[config.mk]
export PLATFORM = sky130hd
export DESIGN_NAME = rpsc_hv_sequencer
export DESIGN_NICKNAME = d
export VERILOG_FILES = /design/src/rtl/rpsc_seq_pkg.sv /design/src/rtl/rpsc_seq_counter.sv /design/src/rtl/rpsc_hv_sequencer.sv
export SDC_FILE = /design/constraint.sdc
export NUM_CORES = 1
export LEC_CHECK = 0
export CORE_UTILIZATION = 45
export DETAILED_ROUTE_END_ITERATION = 7
export PLACE_DENSITY = 0.7
export SLEW_MARGIN = 20
export SYNTH_ARGS = -nofsm -noshare
export SYNTH_HDL_FRONTEND = slang
export SYNTH_HIERARCHICAL = 1
export SYNTH_SLANG_ARGS = --single-unit
export TNS_END_PERCENT = 100
[constraint.sdc]
create_clock -name clk -period 4.3 [get_ports clk]
set_clock_uncertainty 0.1 [all_clocks]
set_input_delay 0.43 -clock clk [delete_from_list [all_inputs] [get_ports clk]]
set_output_delay 0.43 -clock clk [all_outputs]
set_load 0.02 [all_outputs]
[src/rtl/rpsc_seq_pkg.sv]
// Shared types for the RPSC G1/anode high-voltage sequencer.
package rpsc_seq_pkg;

    typedef enum logic [2:0] {
        IDLE      = 3'd0,
        G1_ON     = 3'd1,
        G1_SETTLE = 3'd2,
        AN_ON     = 3'd3,
        RUN       = 3'd4,
        AN_OFF    = 3'd5,
        FAULT     = 3'd6
    } state_e;

    typedef enum logic [2:0] {
        FLT_NONE     = 3'd0,
        FLT_ALARM_G1 = 3'd1,
        FLT_ALARM_AN = 3'd2,
        FLT_G1_TMO   = 3'd3,
        FLT_TH_NRDY  = 3'd4,
        FLT_AN_TMO   = 3'd5,
        FLT_G1_LOST  = 3'd6,
        FLT_AN_LOST  = 3'd7
    } fault_e;

endpackage

[src/rtl/rpsc_seq_counter.sv]
// Saturating phase counter with synchronous clear and a terminal compare.
module rpsc_seq_counter #(
    parameter int CNT_W = 4
) (
    input  logic             clk,
    input  logic             clr,
    input  logic [CNT_W-1:0] target,
    output logic [CNT_W-1:0] cnt,
    output logic             hit
);

    // Count up each cycle, hold at all-ones, restart from zero on clr.
    always_ff @(posedge clk) begin
        if (clr) begin
            cnt <= '0;
        end else if (cnt != {CNT_W{1'b1}}) begin
            cnt <= cnt + 1'b1;
        end
    end

    assign hit = (cnt == target);

endmodule

[src/rtl/rpsc_hv_sequencer.sv]
// G1 grid / anode supply power sequencer with first-fault latch.
// Card-2 status inputs are level signals sampled every clock; there is no
// valid/ready handshake on this block, every input is considered valid on
// every rising edge of clk.
module rpsc_hv_sequencer
    import rpsc_seq_pkg::*;
#(
    parameter int CNT_W      = 4,
    parameter int G1_TIMEOUT = 12,
    parameter int SETTLE     = 4,
    parameter int AN_TIMEOUT = 14,
    parameter int AN_OFF_DLY = 3
) (
    input  logic       clk,
    input  logic       reset,
    input  logic       start_req,
    input  logic       stop_req,
    input  logic       fault_clr,
    input  logic       g1_not_alarm,
    input  logic       an_not_alarm,
    input  logic       g1_ok_n,
    input  logic       an_th_ready_n,
    input  logic       an_ok_n,
    output logic       g1_ps_act,
    output logic       an_ps_act,
    output logic       hv_ready,
    output logic       fault,
    output logic [2:0] fault_code,
    output logic [2:0] state
);

    state_e           state_q, state_nxt;
    fault_e           code_q, code_nxt;
    logic             g1_nxt, an_nxt, hv_nxt, fault_nxt;
    logic [CNT_W-1:0] cnt_tgt;
    logic [CNT_W-1:0] cnt;
    logic             cnt_hit;
    logic             cnt_clr;
    logic             alarm;
    fault_e           alarm_code;

    // Counter restarts on every state change and while in reset.
    assign cnt_clr = !reset || (state_nxt != state_q);

    rpsc_seq_counter #(
        .CNT_W (CNT_W)
    ) u_cnt (
        .clk    (clk),
        .clr    (cnt_clr),
        .target (cnt_tgt),
        .cnt    (cnt),
        .hit    (cnt_hit)
    );

    // G1 alarm is reported in preference to the anode alarm.
    assign alarm      = !g1_not_alarm || !an_not_alarm;
    assign alarm_code = !g1_not_alarm ? FLT_ALARM_G1 : FLT_ALARM_AN;

    // Next-state, fault code and next-output decode; priority is
    // alarm, then timeout/loss, then stop, then forward progress.
    always_comb begin
        state_nxt = state_q;
        code_nxt  = code_q;
        cnt_tgt   = '0;
        case (state_q)
            G1_ON:     cnt_tgt = CNT_W'(G1_TIMEOUT);
            G1_SETTLE: cnt_tgt = CNT_W'(SETTLE);
            AN_ON:     cnt_tgt = CNT_W'(AN_TIMEOUT);
            AN_OFF:    cnt_tgt = CNT_W'(AN_OFF_DLY);
            default:   cnt_tgt = '0;
        endcase

        case (state_q)
            IDLE: begin
                if (!stop_req && start_req && !alarm) state_nxt = G1_ON;
            end
            FAULT: begin
                if (fault_clr && !alarm) begin
                    state_nxt = IDLE;
                    code_nxt  = FLT_NONE;
                end
            end
            default: begin
                if (alarm) begin
                    state_nxt = FAULT;
                    code_nxt  = alarm_code;
                end else begin
                    case (state_q)
                        G1_ON: begin
                            if (cnt_hit) begin
                                state_nxt = FAULT;
                                code_nxt  = FLT_G1_TMO;
                            end else if (stop_req) begin
                                state_nxt = IDLE;
                            end else if (!g1_ok_n) begin
                                state_nxt = G1_SETTLE;
                            end
                        end
                        G1_SETTLE: begin
                            if (g1_ok_n) begin
                                state_nxt = FAULT;
                                code_nxt  = FLT_G1_LOST;
                            end else if (stop_req) begin
                                state_nxt = IDLE;
                            end else if (cnt_hit) begin
                                if (!an_th_ready_n) begin
                                    state_nxt = AN_ON;
                                end else begin
                                    state_nxt = FAULT;
                                    code_nxt  = FLT_TH_NRDY;
                                end
                            end
                        end
                        AN_ON: begin
                            if (cnt_hit) begin
                                state_nxt = FAULT;
                                code_nxt  = FLT_AN_TMO;
                            end else if (g1_ok_n) begin
                                state_nxt = FAULT;
                                code_nxt  = FLT_G1_LOST;
                            end else if (stop_req) begin
                                state_nxt = AN_OFF;
                            end else if (!an_ok_n) begin
                                state_nxt = RUN;
                            end
                        end
                        RUN: begin
                            if (g1_ok_n) begin
                                state_nxt = FAULT;
                                code_nxt  = FLT_G1_LOST;
                            end else if (an_ok_n) begin
                                state_nxt = FAULT;
                                code_nxt  = FLT_AN_LOST;
                            end else if (stop_req) begin
                                state_nxt = AN_OFF;
                            end
                        end
                        AN_OFF: begin
                            if (cnt_hit) state_nxt = IDLE;
                        end
                        default: state_nxt = FAULT;
                    endcase
                end
            end
        endcase

        g1_nxt    = (state_nxt == G1_ON) || (state_nxt == G1_SETTLE) ||
                    (state_nxt == AN_ON) || (state_nxt == RUN) ||
                    (state_nxt == AN_OFF);
        an_nxt    = (state_nxt == AN_ON) || (state_nxt == RUN);
        hv_nxt    = (state_nxt == RUN);
        fault_nxt = (state_nxt == FAULT);
    end

    // State, fault code and all outputs are registered together.
    always_ff @(posedge clk) begin
        if (!reset) begin
            state_q   <= IDLE;
            code_q    <= FLT_NONE;
            g1_ps_act <= 1'b0;
            an_ps_act <= 1'b0;
            hv_ready  <= 1'b0;
            fault     <= 1'b0;
        end else begin
            state_q   <= state_nxt;
            code_q    <= code_nxt;
            g1_ps_act <= g1_nxt;
            an_ps_act <= an_nxt;
            hv_ready  <= hv_nxt;
            fault     <= fault_nxt;
        end
    end

    assign fault_code = code_q;
    assign state      = state_q;

endmodule

# [After elaboration in Yosys (flattened, before gate mapping)]
# Cells that the tools add are included.
[op_classes] n_addsub=1 mul=0 div=0 order_cmp=0 eq_ne=22 shifts=0 n_mux=35 n_bitwise=1 n_reduce_logical=18
[op_table] op="3-bit 2-to-1 mux" count=29
[op_table] op="5-bit != test (second input constant)" count=5
[op_table] op="3-bit equality test (second input constant)" count=6
[op_table] op="4-bit one-hot mux with 4 select lines" count=1
[op_table] op="3-bit one-hot mux with 5 select lines" count=1
[op_table] op="3-bit by 2-bit equality test with 1-bit output (second input constant)" count=4
[op_table] op="3-bit one-hot mux with 2 select lines" count=2
[op_table] op="3-bit one-hot mux with 4 select lines" count=1
[op_table] op="9-bit AND reduction" count=1
[op_table] op="4-bit != test (second input constant)" count=2
[op_table] op="1-bit logical OR" count=7
[op_table] op="3-bit by 1-bit equality test with 1-bit output (second input constant)" count=2
[op_table] op="6-bit nonzero test" count=1
[op_table] op="1-bit logical NOT" count=5
[op_table] op="4-bit by 1-bit adder with 4-bit output (second input constant)" count=1
[op_table] op="4-bit equality test" count=1
[op_table] op="1-bit logical AND" count=3
[op_table] op="3-bit logical NOT" count=1
[op_table] op="3-bit != test" count=1
[op_table] op="2-bit 2-to-1 mux" count=1
[op_table] op="2-bit != test (second input constant)" count=1
[op_table] op="1-bit inverter" count=1
[word_totals] ff_bits=14 latch_bits=0 mem_bits_rw=0 romBits=0 in_bits=10 out_inout_bits=10 word_cells=84 mem_count=0

# [Logic depth before layout (Yosys ltp)]
# Gate-level depths: netlist (run 1).
[logic_depth] depth_word=14 ltp_mapped=14 ltp_nobuf=12

# [Cells and area by module]
# Netlist (run 1), hierarchy kept.
[modules_own_cells] mod="rpsc_hv_sequencer" instances=1 cells_per_inst=125 area_each_um2=910.9 seq_area_each_um2=200.2
[modules_own_cells] mod="rpsc_seq_counter" instances=1 cells_per_inst=24 area_each_um2=235.2 seq_area_each_um2=80.1

# [Least setup slack after synthesis (run 1)]
# No wires, ideal clock.
[synth_path] kind="register to register" start="register state_q[1] (netlist: state[1])" end="register u_cnt.cnt[1]" setup_ps=119 t_arrival_ps=3150 required_time_ps=4081 path_slack_ps=931 stages_incl_launch_ff=14 n_path_buf=2 period_less_slack_ps=3369 path_cell_list="dfxtp_1 > buf_4 > buf_2 > nor2_1 > xor2_1 > nor4_1 > nand2b_1 > o32ai_1 > a21oi_1 > a21oi_1 > a211oi_1 > o221ai_1 > nand2b_1 > mux2i_1"
[synth_via] elab_chain_cells=11 elab_cells_between_ends=30 classes_between="8 x eq/ne; 20 x mux; 2 x reduce/logical"
[synth_rtl] item="start, declared" line_no="rpsc_hv_sequencer.sv:32" text="state_e state_q, state_nxt;"
[synth_rtl] item="start signal, assigned" line_no="rpsc_hv_sequencer.sv:165" text="state_q <= state_nxt;"
[synth_rtl] item="3-bit equality test (tied with other cells)" line_no="rpsc_hv_sequencer.sv:65" text="case (state_q)"
[synth_rtl] item="4-bit one-hot mux with 4 select lines (*)" line_no="rpsc_hv_sequencer.sv:65"
[synth_rtl] item="via cnt_tgt[0]" line_no="rpsc_hv_sequencer.sv:35" text="logic [CNT_W-1:0] cnt_tgt;"
[synth_rtl] item="4-bit equality test (*)" line_no="rpsc_seq_counter.sv:21" text="assign hit = (cnt == target);"
[synth_rtl] item="via cnt_hit" line_no="rpsc_hv_sequencer.sv:37" text="logic cnt_hit;"
[synth_rtl] item="3-bit 2-to-1 mux" line_no="rpsc_hv_sequencer.sv:105" text="end else if (cnt_hit) begin"
[synth_rtl] item="3-bit 2-to-1 mux" line_no="rpsc_hv_sequencer.sv:103" text="end else if (stop_req) begin"
[synth_rtl] item="3-bit 2-to-1 mux" line_no="rpsc_hv_sequencer.sv:100" text="if (g1_ok_n) begin"
[synth_rtl] item="3-bit one-hot mux with 5 select lines (*)" line_no="rpsc_hv_sequencer.sv:88" text="case (state_q)"
[synth_rtl] item="3-bit 2-to-1 mux (*)" line_no="rpsc_hv_sequencer.sv:84" text="if (alarm) begin"
[synth_rtl] item="3-bit one-hot mux with 2 select lines (*)" line_no="rpsc_hv_sequencer.sv:73" text="case (state_q)"
[synth_rtl] item="3-bit != test (*)" line_no="rpsc_hv_sequencer.sv:43" text="assign cnt_clr = !reset || (state_nxt != state_q);"
[synth_rtl] item="1-bit logical OR (*)" line_no="rpsc_hv_sequencer.sv:43"
[synth_rtl] item="via cnt_clr" line_no="rpsc_hv_sequencer.sv:38" text="logic cnt_clr;"
[synth_rtl] item="end signal, assigned" line_no="rpsc_seq_counter.sv:17" text="cnt <= cnt + 1'b1;"
[synth_rtl] item="end, declared" line_no="rpsc_seq_counter.sv:8" text="output logic [CNT_W-1:0] cnt,"
# The timed path passes the listed nets; every way through them passes the cells marked *.
# A chain may end at the register's enable or synchronous reset.

# [Final worst setup path (run 1)]
# Ends and elaborated chain as after synthesis.

==> qor.yml, run 1 <==
global_route:
  overflow: 0
  grt_pass1_wl_mm: 4.73
  grt_max_degree: 25
  grt_antenna_before_repair: 0
  grt_use_total_pct: 22.5
  grt_pass1_vias: 1065
logic_synthesis:
  ys.flop_type: "dfxtp_1"
  yosys_warnings: 6
  synth_nets: 160
  synth_area_per_cell_sq_um: 7.69
  synth-seq-area-share_pct: 24.5
  synth_edf_count: 0
  synth.cell_area_sq_mm: 0.00115
  synth_seq_cells: 14
  synthDominantCellAreaShare_pct: 24.5
  yosys.area.top_type: "dfxtp_1"
  ys_types: 52
  synth_area_leaders: "dfxtp_1, a21oi_1, nand2_1"
  async_reset_ff_share_pct: 0
  netlist_instances: 149
clock_tree:
  cts_tree: "done"
  cts_max_level: 1
  clk_pin_slew_ns: 0.08
  clk_path_buf_depth: 2
  cts_made_buffers: 3
  ctsHoldBuffers: 0
  insertion_delay_ns: 0.27
  cts_resized: 0
  root_buffer: "clkbuf_4"
  post_cts_buffers: 0
  clock_sinks: 14
sta:
  timing.fmax_mhz: 281
  setup-violations-final: 0
  maxSlewViolCount: 0
  tightest_slew_ns: 0.778
  period_share_pct: 82.6
  fin_crit_ns: 3.55
  relSlewSlack_pct: 48.1
  tns_ns: 0
  hold_viol_final: 0
  rsz0062_at_grt: "false"
placement:
  routabilityCongestion: 0.867
  placed_cell_area_sq_mm: 0.00133
  port_buffers: 19
  place_hpwl_mm: 1.96
  dp_cells: 189
floorplan:
  die_x_um: 52.5
  core_area_sq_mm: 0.00230
  dieHeight_um: 52.5
  start_util_pct: 49.9
  dieArea_sq_mm: 0.00275
  ioPinCount: 20
  fp-row-count: 17
drt:
  route.vias.total: 1154
  drc_errors: 0
  route.detailed.wl_per_inst_um: 13.7
  viasPerCell: 5.98
  drt_pass1_iterations: 4
  antenna_left: 0
  routed_wirelength_mm: 2.64
  drtIter0Drc: 32
run:
  max_cap_viol_count: 0
setup_path:
  worstSetupEndpointType: "register"
  crit_chain: "xor2_1, and2_1, xor2_1, nor4_1, buf_4, nand2b_1, o32ai_1, a21oi_1, a21oi_1, a211oi_1, o221ai_1, nand2b_1, mux2i_1"
  crit_path_start_kind: "register"
  crit_family: "compound AO/OA/AOI/OAI gates"
  critPathRequiredTime_ns: 4.36
  arrival_ns: 3.62
  crit_type: "reg -> reg"
  slowest_delay_ns: 0.83
  crit_path_max_fanout: 24
  crit_path_top_delay_cell: "dfxtp_1"
  path_buf_inv: 1
power_and_ir_drop:
  leakage_uw: 0.000511
  power_density_mw_per_mm2: 569
  total_power_uw: 779
  vdd_drop_max_mv: 0.411
layout:
  final_cell_mix: "clkdlybuf4s50_1, a21oi_1, dfxtp_1"
  final_core_util_pct: 59.6
  fin_nets: 177
  final_area_sq_mm: 0.00137
  syn_to_final_growth_pct: 19.4
  fin_cells: 193
  final_common_cell: "clkdlybuf4s50_1"
  drive_gt1_share_pct: 10.9
  insertedDiodeCount: 0
outcome:
  status: "finished, final reports clean"
min_path:
  min_path_type: "reg -> reg"
==> cell usage after synthesis, drive strengths merged (2+ instances only) <==
cell type,number
a21oi,15
nand2,15
dfxtp,14
nor2,12
buf,8
o21ai,8
nand2b,7
a31oi,5
inv,5
xor2,5
a211oi,4
and2,4
nand3,4
mux2i,3
nor3,3
o211ai,3
o31ai,3
a31o,2
nand4,2
nor2b,2
o21bai,2
o221ai,2
o22ai,2
==> worst paths after layout <==
kind / from / endpoint / slack [ns] / cells past startpoint
hold / removal: fault_code[1]$_SDFFE_PN0P_ / fault_code[1]$_SDFFE_PN0P_ / 0.40 / 2
hold reg to reg: fault_code[1]$_SDFFE_PN0P_ / fault_code[1]$_SDFFE_PN0P_ / 0.40 / 2
setup / recovery: state[1]$_SDFF_PN0_ / u_cnt/cnt[1]$_SDFFE_PP0P_ / 0.75 / 13
setup reg to reg: state[1]$_SDFF_PN0_ / u_cnt/cnt[1]$_SDFFE_PP0P_ / 0.75 / 13
==> state kept, by name, summed over array words and instances (netlist names) <==
register    flops
state           3
u_cnt/cnt       4
an_ps_act       1
fault_code      3
hv_ready        1
fault           1
g1_ps_act       1
==> final cells by class <==
| cell class | instances | area, sq um |
|---|---|---|
| fill | 216 | 928 |
| multi-input combinational | 121 | 793 |
| sequential | 14 | 280 |
| timing repair buffer | 21 | 205 |
| clock buffer | 4 | 36.3 |
| tap | 28 | 35.0 |
| inverter | 5 | 18.8 |
==> metrics by stage <==
step | hold slack (ns) | setup WS [ns]
2_1_floorplan | 0.397 | 0.931
3_3_place_gp | 0.381 | 0.868
3_5_place_dp | 0.389 | 0.764
4_1_cts | 0.409 | 0.763
5_1_grt | 0.458 | 0.345
6_report | 0.404 | 0.747
==> metal layers <==
metal | vias up | track usage [%] | share of wire, %
met2 | 36 | 34.8 | 45
met4 | 0 | 3.51 | 0.53
met5 | - | 0 | 0
met3 | 2 | 3.48 | 5.7
met1 | 528 | 32.9 | 49
li1 | 588 | - | -
==> worst min-delay path: cells and delay by family (launching register included) <==
family           cells  cell delay (ns)
multiplexers         1             0.06
AND/OR/NAND/NOR      1             0.07
flip-flops           1             0.33
==> logic make-up (layout without fill, tap and decap cells) <==
family | count (synthesis) | after routing | share of synthesized area (%)
and+or+nand+nor | 57 | 57 | 26.2
AOI/OAI and AO/OA | 54 | 54 | 34.5
muxes | 4 | 4 | 3.60
DFF | 14 | 14 | 24.5
adders and majority gates | 1 | 1 | 1.09
buffers and inverters | 14 | 30 | 6.33
xor gates and xnor gates | 5 | 5 | 3.82
==> power breakdown <==
| group | internal [uW] | switching, uW | leakage, uW |
|---|---|---|---|
| Sequential | 165 | 61.8 | 0.000114 |
| Clock | 51.4 | 37.8 | 0.0000210 |
| Combinational | 213 | 250 | 0.000376 |
Note: power is estimated with default switching activity, not from simulation.
==> run 2: changes to the inputs <==
--- a/config.mk
+++ b/config.mk
@@ -7,7 +7,7 @@
 export LEC_CHECK = 0
 export CORE_UTILIZATION = 45
 export DETAILED_ROUTE_END_ITERATION = 7
-export PLACE_DENSITY = 0.7
+export PLACE_DENSITY = 0.72
 export SLEW_MARGIN = 20
 export SYNTH_ARGS = -nofsm -noshare
 export SYNTH_HDL_FRONTEND = slang
==> constraint.sdc (replaced) <==
create_clock -name clk -period 3.05 [get_ports clk]
set_clock_uncertainty 0.1 [all_clocks]
set_input_delay 0.305 -clock clk [delete_from_list [all_inputs] [get_ports clk]]
set_output_delay 0.305 -clock clk [all_outputs]
set_load 0.02 [all_outputs]
==> qor.yml, run 2 (same netlist as run 1, synthesis figures left out) <==
global_route:
  overflow: 0
  grt_max_degree: 24
  grt_antenna_before_repair: 0
  grt_pass1_wl_mm: 4.95
  grt_pass1_vias: 1027
  grt_use_total_pct: 24.2
clock_tree:
  cts_made_buffers: 3
  cts_max_level: 1
  post_cts_buffers: 0
  clk_path_buf_depth: 2
  root_buffer: "clkbuf_4"
  insertion_delay_ns: 0.28
  clk_pin_slew_ns: 0.08
  clock_sinks: 14
  cts_tree: "done"
drt:
  drtIter0Drc: 39
  viasPerCell: 6.00
  route.vias.total: 1194
  drt_pass1_iterations: 4
  routed_wirelength_mm: 3.04
  drc_errors: 0
  route.detailed.wl_per_inst_um: 15.3
  antenna_left: 0
setup_path:
  crit_path_start_kind: "register"
  r2r_end: "u_cnt/cnt[1]$_SDFFE_PP0P_"
  ff2ff_path_depth: 14
  startpoint: "state[1]$_SDFF_PN0_"
  r2r-start: "state[1]$_SDFF_PN0_"
  arrival_ns: 3.02
  crit_type: "reg -> reg"
  crit_end: "u_cnt/cnt[1]$_SDFFE_PP0P_"
  r2r_slack_ns: 0.15
  worstSetupEndpointType: "register"
  crit_path_max_fanout: 23
  critPathRequiredTime_ns: 3.17
floorplan:
  dieArea_sq_mm: 0.00275
  core_area_sq_mm: 0.00230
  dieHeight_um: 52.5
  fp-row-count: 17
  ioPinCount: 20
  start_util_pct: 49.9
  die_x_um: 52.5
placement:
  routabilityCongestion: 0.881
  port_buffers: 19
  dp_cells: 195
  place_hpwl_mm: 2.17
sta:
  maxSlewViolCount: 0
  fin_crit_ns: 2.90
  period_share_pct: 95.2
  setup-violations-final: 0
  rsz0062_at_grt: "false"
  hold_ws_ns: 0.401
  tightest_slew_ns: 0.495
  timing.fmax_mhz: 345
  relSlewSlack_pct: 66.9
  tns_ns: 0
  hold_viol_final: 0
layout:
  fin_cells: 199
  multi_input_area_sq_um: 823
  drive_gt1_share_pct: 16.4
  fin_nets: 183
  fillCellCount: 207
  insertedDiodeCount: 0
  regMostFlops: "u_cnt/cnt"
  final_cell_mix: "clkdlybuf4s50_1, a21oi_1, dfxtp_1"
  final_common_cell: "clkdlybuf4s50_1"
  regArea_sq_um: 280
  largest_reg_flops: 4
  syn_to_final_growth_pct: 26.3
power_and_ir_drop:
  vdd_drop_max_mv: 0.520
  total_power_uw: 1250
  power_density_mw_per_mm2: 862
  leakage_uw: 0.000548
min_path:
  holdPathStages: 2
  min_path_type: "reg -> reg"
run:
  max_cap_viol_count: 0
outcome:
  status: "finished, final reports clean"
==> run 2: changes by cell type in the layout (fill, tap and decap cells not counted) <==
cell / before / now
nor4_4: 0 / 1
nor4_1: 1 / 0
a211oi_2: 2 / 3
buf_6: 0 / 1
a211oi_1: 2 / 1
a21oi_1: 15 / 14
buf_4: 2 / 7
o221ai_2: 1 / 2
a21oi_2: 0 / 1
o221ai_1: 1 / 0
==> run 2: repair_timing <==
item / in CTS / in global routing
hold buffers: 0 / 0
resized for setup: 0 / 4
endpoints found under the hold margin: 0 / 0
endpoints found under the setup margin: 0 / 2
==> run 2: per-layer routing <==
layer	share of wire, %	up-vias	routed length (um)	track usage, %
met1	45	544	1380	33.5
met2	47	49	1420	37.8
met3	6.9	4	209	4.93
li1	-	597	-	-
met4	0.95	0	29	6.58
met5	0	-	0	0
==> run 2: final cells by class <==
type                            instances  share of cell area [%]
Multi-Input combinational cell        121                    56.9
Clock buffer                            4                    2.51
Timing Repair Buffer                   27                    17.5
Inverter                                5                    1.30
Tap cell                               28                    2.42
Sequential cell                        14                    19.4
==> run 2: worst max-delay path, cell delays in order (launching register included) <==
cell	delay, ns
dfxtp_1	0.36
buf_6	0.21
inv_1	0.08
a21oi_1	0.18
xor2_1	0.29
nor4_4	0.08
buf_4	0.16
nand2_2	0.09
o211ai_1	0.16
o31ai_1	0.27
a21oi_1	0.09
nor3_1	0.27
o221ai_2	0.20
nand2b_1	0.18
mux2i_1	0.12
==> run 2: how the worst min path moves through the flow <==
stage                                     from                          to  slack, ns
CTS                 fault_code[0]$_SDFFE_PN0P_  fault_code[0]$_SDFFE_PN0P_       0.41
detailed placement  fault_code[2]$_SDFFE_PN0P_  fault_code[2]$_SDFFE_PN0P_       0.38
global route        fault_code[0]$_SDFFE_PN0P_  fault_code[0]$_SDFFE_PN0P_       0.43
finish              fault_code[0]$_SDFFE_PN0P_  fault_code[0]$_SDFFE_PN0P_       0.40
global placement    fault_code[2]$_SDFFE_PN0P_  fault_code[2]$_SDFFE_PN0P_       0.38
floorplan                                reset        an_ps_act$_SDFF_PN0_       0.32
==> run 2: power by group <==
group	total, uW	internal (uW)	switching [uW]	leakage (uW)
Clock	134	72.7	61.3	0.0000210
Sequential	270	233	36.9	0.000114
Combinational	844	386	458	0.000413
Total	1250	691	556	0.000548
==> run 2: stage by stage <==
step	setup WS [ns]	instance area, sq um	util [%]
6_report	0.147	1450	63.0
2_1_floorplan	0.0424	1160	-
4_1_cts	0.0792	1430	62.2
3_5_place_dp	0.106	1390	60.6
5_1_grt	0.0257	1450	63.0
3_3_place_gp	0.265	1390	60.6
==> run 3: changes to the inputs <==
--- a/config.mk
+++ b/config.mk
@@ -8,6 +8,7 @@
 export CORE_UTILIZATION = 45
 export DETAILED_ROUTE_END_ITERATION = 7
 export PLACE_DENSITY = 0.72
+export SETUP_SLACK_MARGIN = 0.1
 export SLEW_MARGIN = 20
 export SYNTH_ARGS = -nofsm -noshare
 export SYNTH_HDL_FRONTEND = slang
==> qor.yml, run 3 (same netlist as run 1, synthesis figures left out) <==
floorplan:
  dieArea_sq_mm: 0.00275
  dieHeight_um: 52.5
  start_util_pct: 49.9
  ioPinCount: 20
  die_x_um: 52.5
  core_area_sq_mm: 0.00230
  fp-row-count: 17
layout:
  fillCellCount: 206
  insertedDiodeCount: 0
  drive_gt1_share_pct: 19.9
  final_common_cell: "clkdlybuf4s50_1"
  largest_reg_flops: 4
  regArea_sq_um: 287
  syn_to_final_growth_pct: 28.6
  regMostFlops: "u_cnt/cnt"
  final_core_util_pct: 64.2
  final_cell_mix: "clkdlybuf4s50_1, a21oi_1, nand2_1"
  multi_input_area_sq_um: 843
  fin_nets: 183
  fin_cells: 199
global_route:
  grt_pass1_vias: 1091
  grt_max_degree: 20
  grt_antenna_before_repair: 0
  grt_use_total_pct: 23.8
  grt_pass1_wl_mm: 4.82
  overflow: 0
clock_tree:
  cts_tree: "done"
  cts_made_buffers: 3
  clk_pin_slew_ns: 0.09
  insertion_delay_ns: 0.28
  cts_max_level: 1
  clk_path_buf_depth: 2
  root_buffer: "clkbuf_4"
  clock_sinks: 14
  ctsHoldBuffers: 0
sta:
  maxSlewViolCount: 0
  setup-violations-final: 0
  relSlewSlack_pct: 65.0
  tightest_slew_ns: 0.524
  rsz0062_at_grt: "false"
  fin_crit_ns: 2.74
  timing.fmax_mhz: 366
  tns_ns: 0
  period_share_pct: 89.7
  hold_ws_ns: 0.409
  hold_viol_final: 0
drt:
  drt_pass1_iterations: 4
  route.detailed.wl_per_inst_um: 15.0
  wl_met2_mm: 1.36
  viasPerCell: 6.17
  antenna_left: 0
  drc_errors: 0
  maxUsedRoutingLayer: "met4"
  route.vias.total: 1227
  met3_length_um: 292
  routed_wirelength_mm: 2.99
  drt-met1-wl_mm: 1.30
  drtIter0Drc: 33
setup_path:
  worstSetupEndpointType: "register"
  critPathRequiredTime_ns: 3.16
  crit_path_max_fanout: 7
  crit_type: "reg -> reg"
  crit_path_start_kind: "register"
  arrival_ns: 2.85
run:
  max_cap_viol_count: 0
power_and_ir_drop:
  vdd_drop_max_mv: 0.624
  power_density_mw_per_mm2: 846
  leakage_uw: 0.000549
placement:
  dp_cells: 193
  place_hpwl_mm: 2.13
  routabilityCongestion: 0.869
  port_buffers: 19
min_path:
  min_path_type: "reg -> reg"
outcome:
  status: "finished, final reports clean"
==> run 3: cell counts in the layout (fill, tap and decap cells not counted) <==
Identical to the previous run, type by type.
==> run 3: repair_timing <==
item | CTS | global route
setup buffers | 0 | 2
setup endpoints to repair | 0 | 7
resized for setup | 0 | 9
==> run 3: worst max-delay path: stages, from the launching register on <==
cell      delay, ns
dfxtp_4        0.41
xor2_2         0.23
and2_1         0.21
xor2_2         0.19
nor4_4         0.06
buf_4          0.17
o21bai_1       0.17
a31oi_1        0.25
o221ai_2       0.16
a211oi_2       0.25
o221ai_2       0.17
buf_4          0.16
a211oi_2       0.13
==> run 3: report_power, final <==
part	total [uW]	internal, uW	switching (uW)
clock	133	72.7	60.5
sequential	292	238	54.5
combinational	822	382	440
==> run 3: metal layers <==
metal  up-vias  track usage, %
li1        591               -
met5         -               0
met3         4            4.06
met1       569            31.5
met4         0            9.65
met2        63            37.8
==> run 3: final cells by class <==
type / instances / share of cell area (%)
Multi-Input combinational cell: 121 / 57.2
Inverter: 5 / 1.27
Timing Repair Buffer: 27 / 17.2
Clock buffer: 4 / 2.46
Sequential cell: 14 / 19.4
Tap cell: 28 / 2.38
==> run 3: metrics by stage <==
stage | power, uW | worst slack (ns) | instance area (sq um)
3_5_place_dp | 1060 | 0.129 | 1390
6_report | 1250 | 0.314 | 1470
4_1_cts | 1200 | 0.103 | 1420
3_3_place_gp | 1050 | 0.206 | 1390
5_1_grt | 1340 | 0.0900 | 1470
2_1_floorplan | 827 | 0.129 | 1170
==> run 3: worst paths after layout <==
| check | cells past startpoint | start | slack (ns) | to |
|---|---|---|---|---|
| min reg2reg | 2 | fault_code[1]$_SDFFE_PN0P_ | 0.41 | fault_code[1]$_SDFFE_PN0P_ |
| max | 12 | state[1]$_SDFF_PN0_ | 0.31 | u_cnt/cnt[3]$_SDFFE_PP0P_ |
| min | 2 | fault_code[1]$_SDFFE_PN0P_ | 0.41 | fault_code[1]$_SDFFE_PN0P_ |
| max reg2reg | 12 | state[1]$_SDFF_PN0_ | 0.31 | u_cnt/cnt[3]$_SDFFE_PP0P_ |
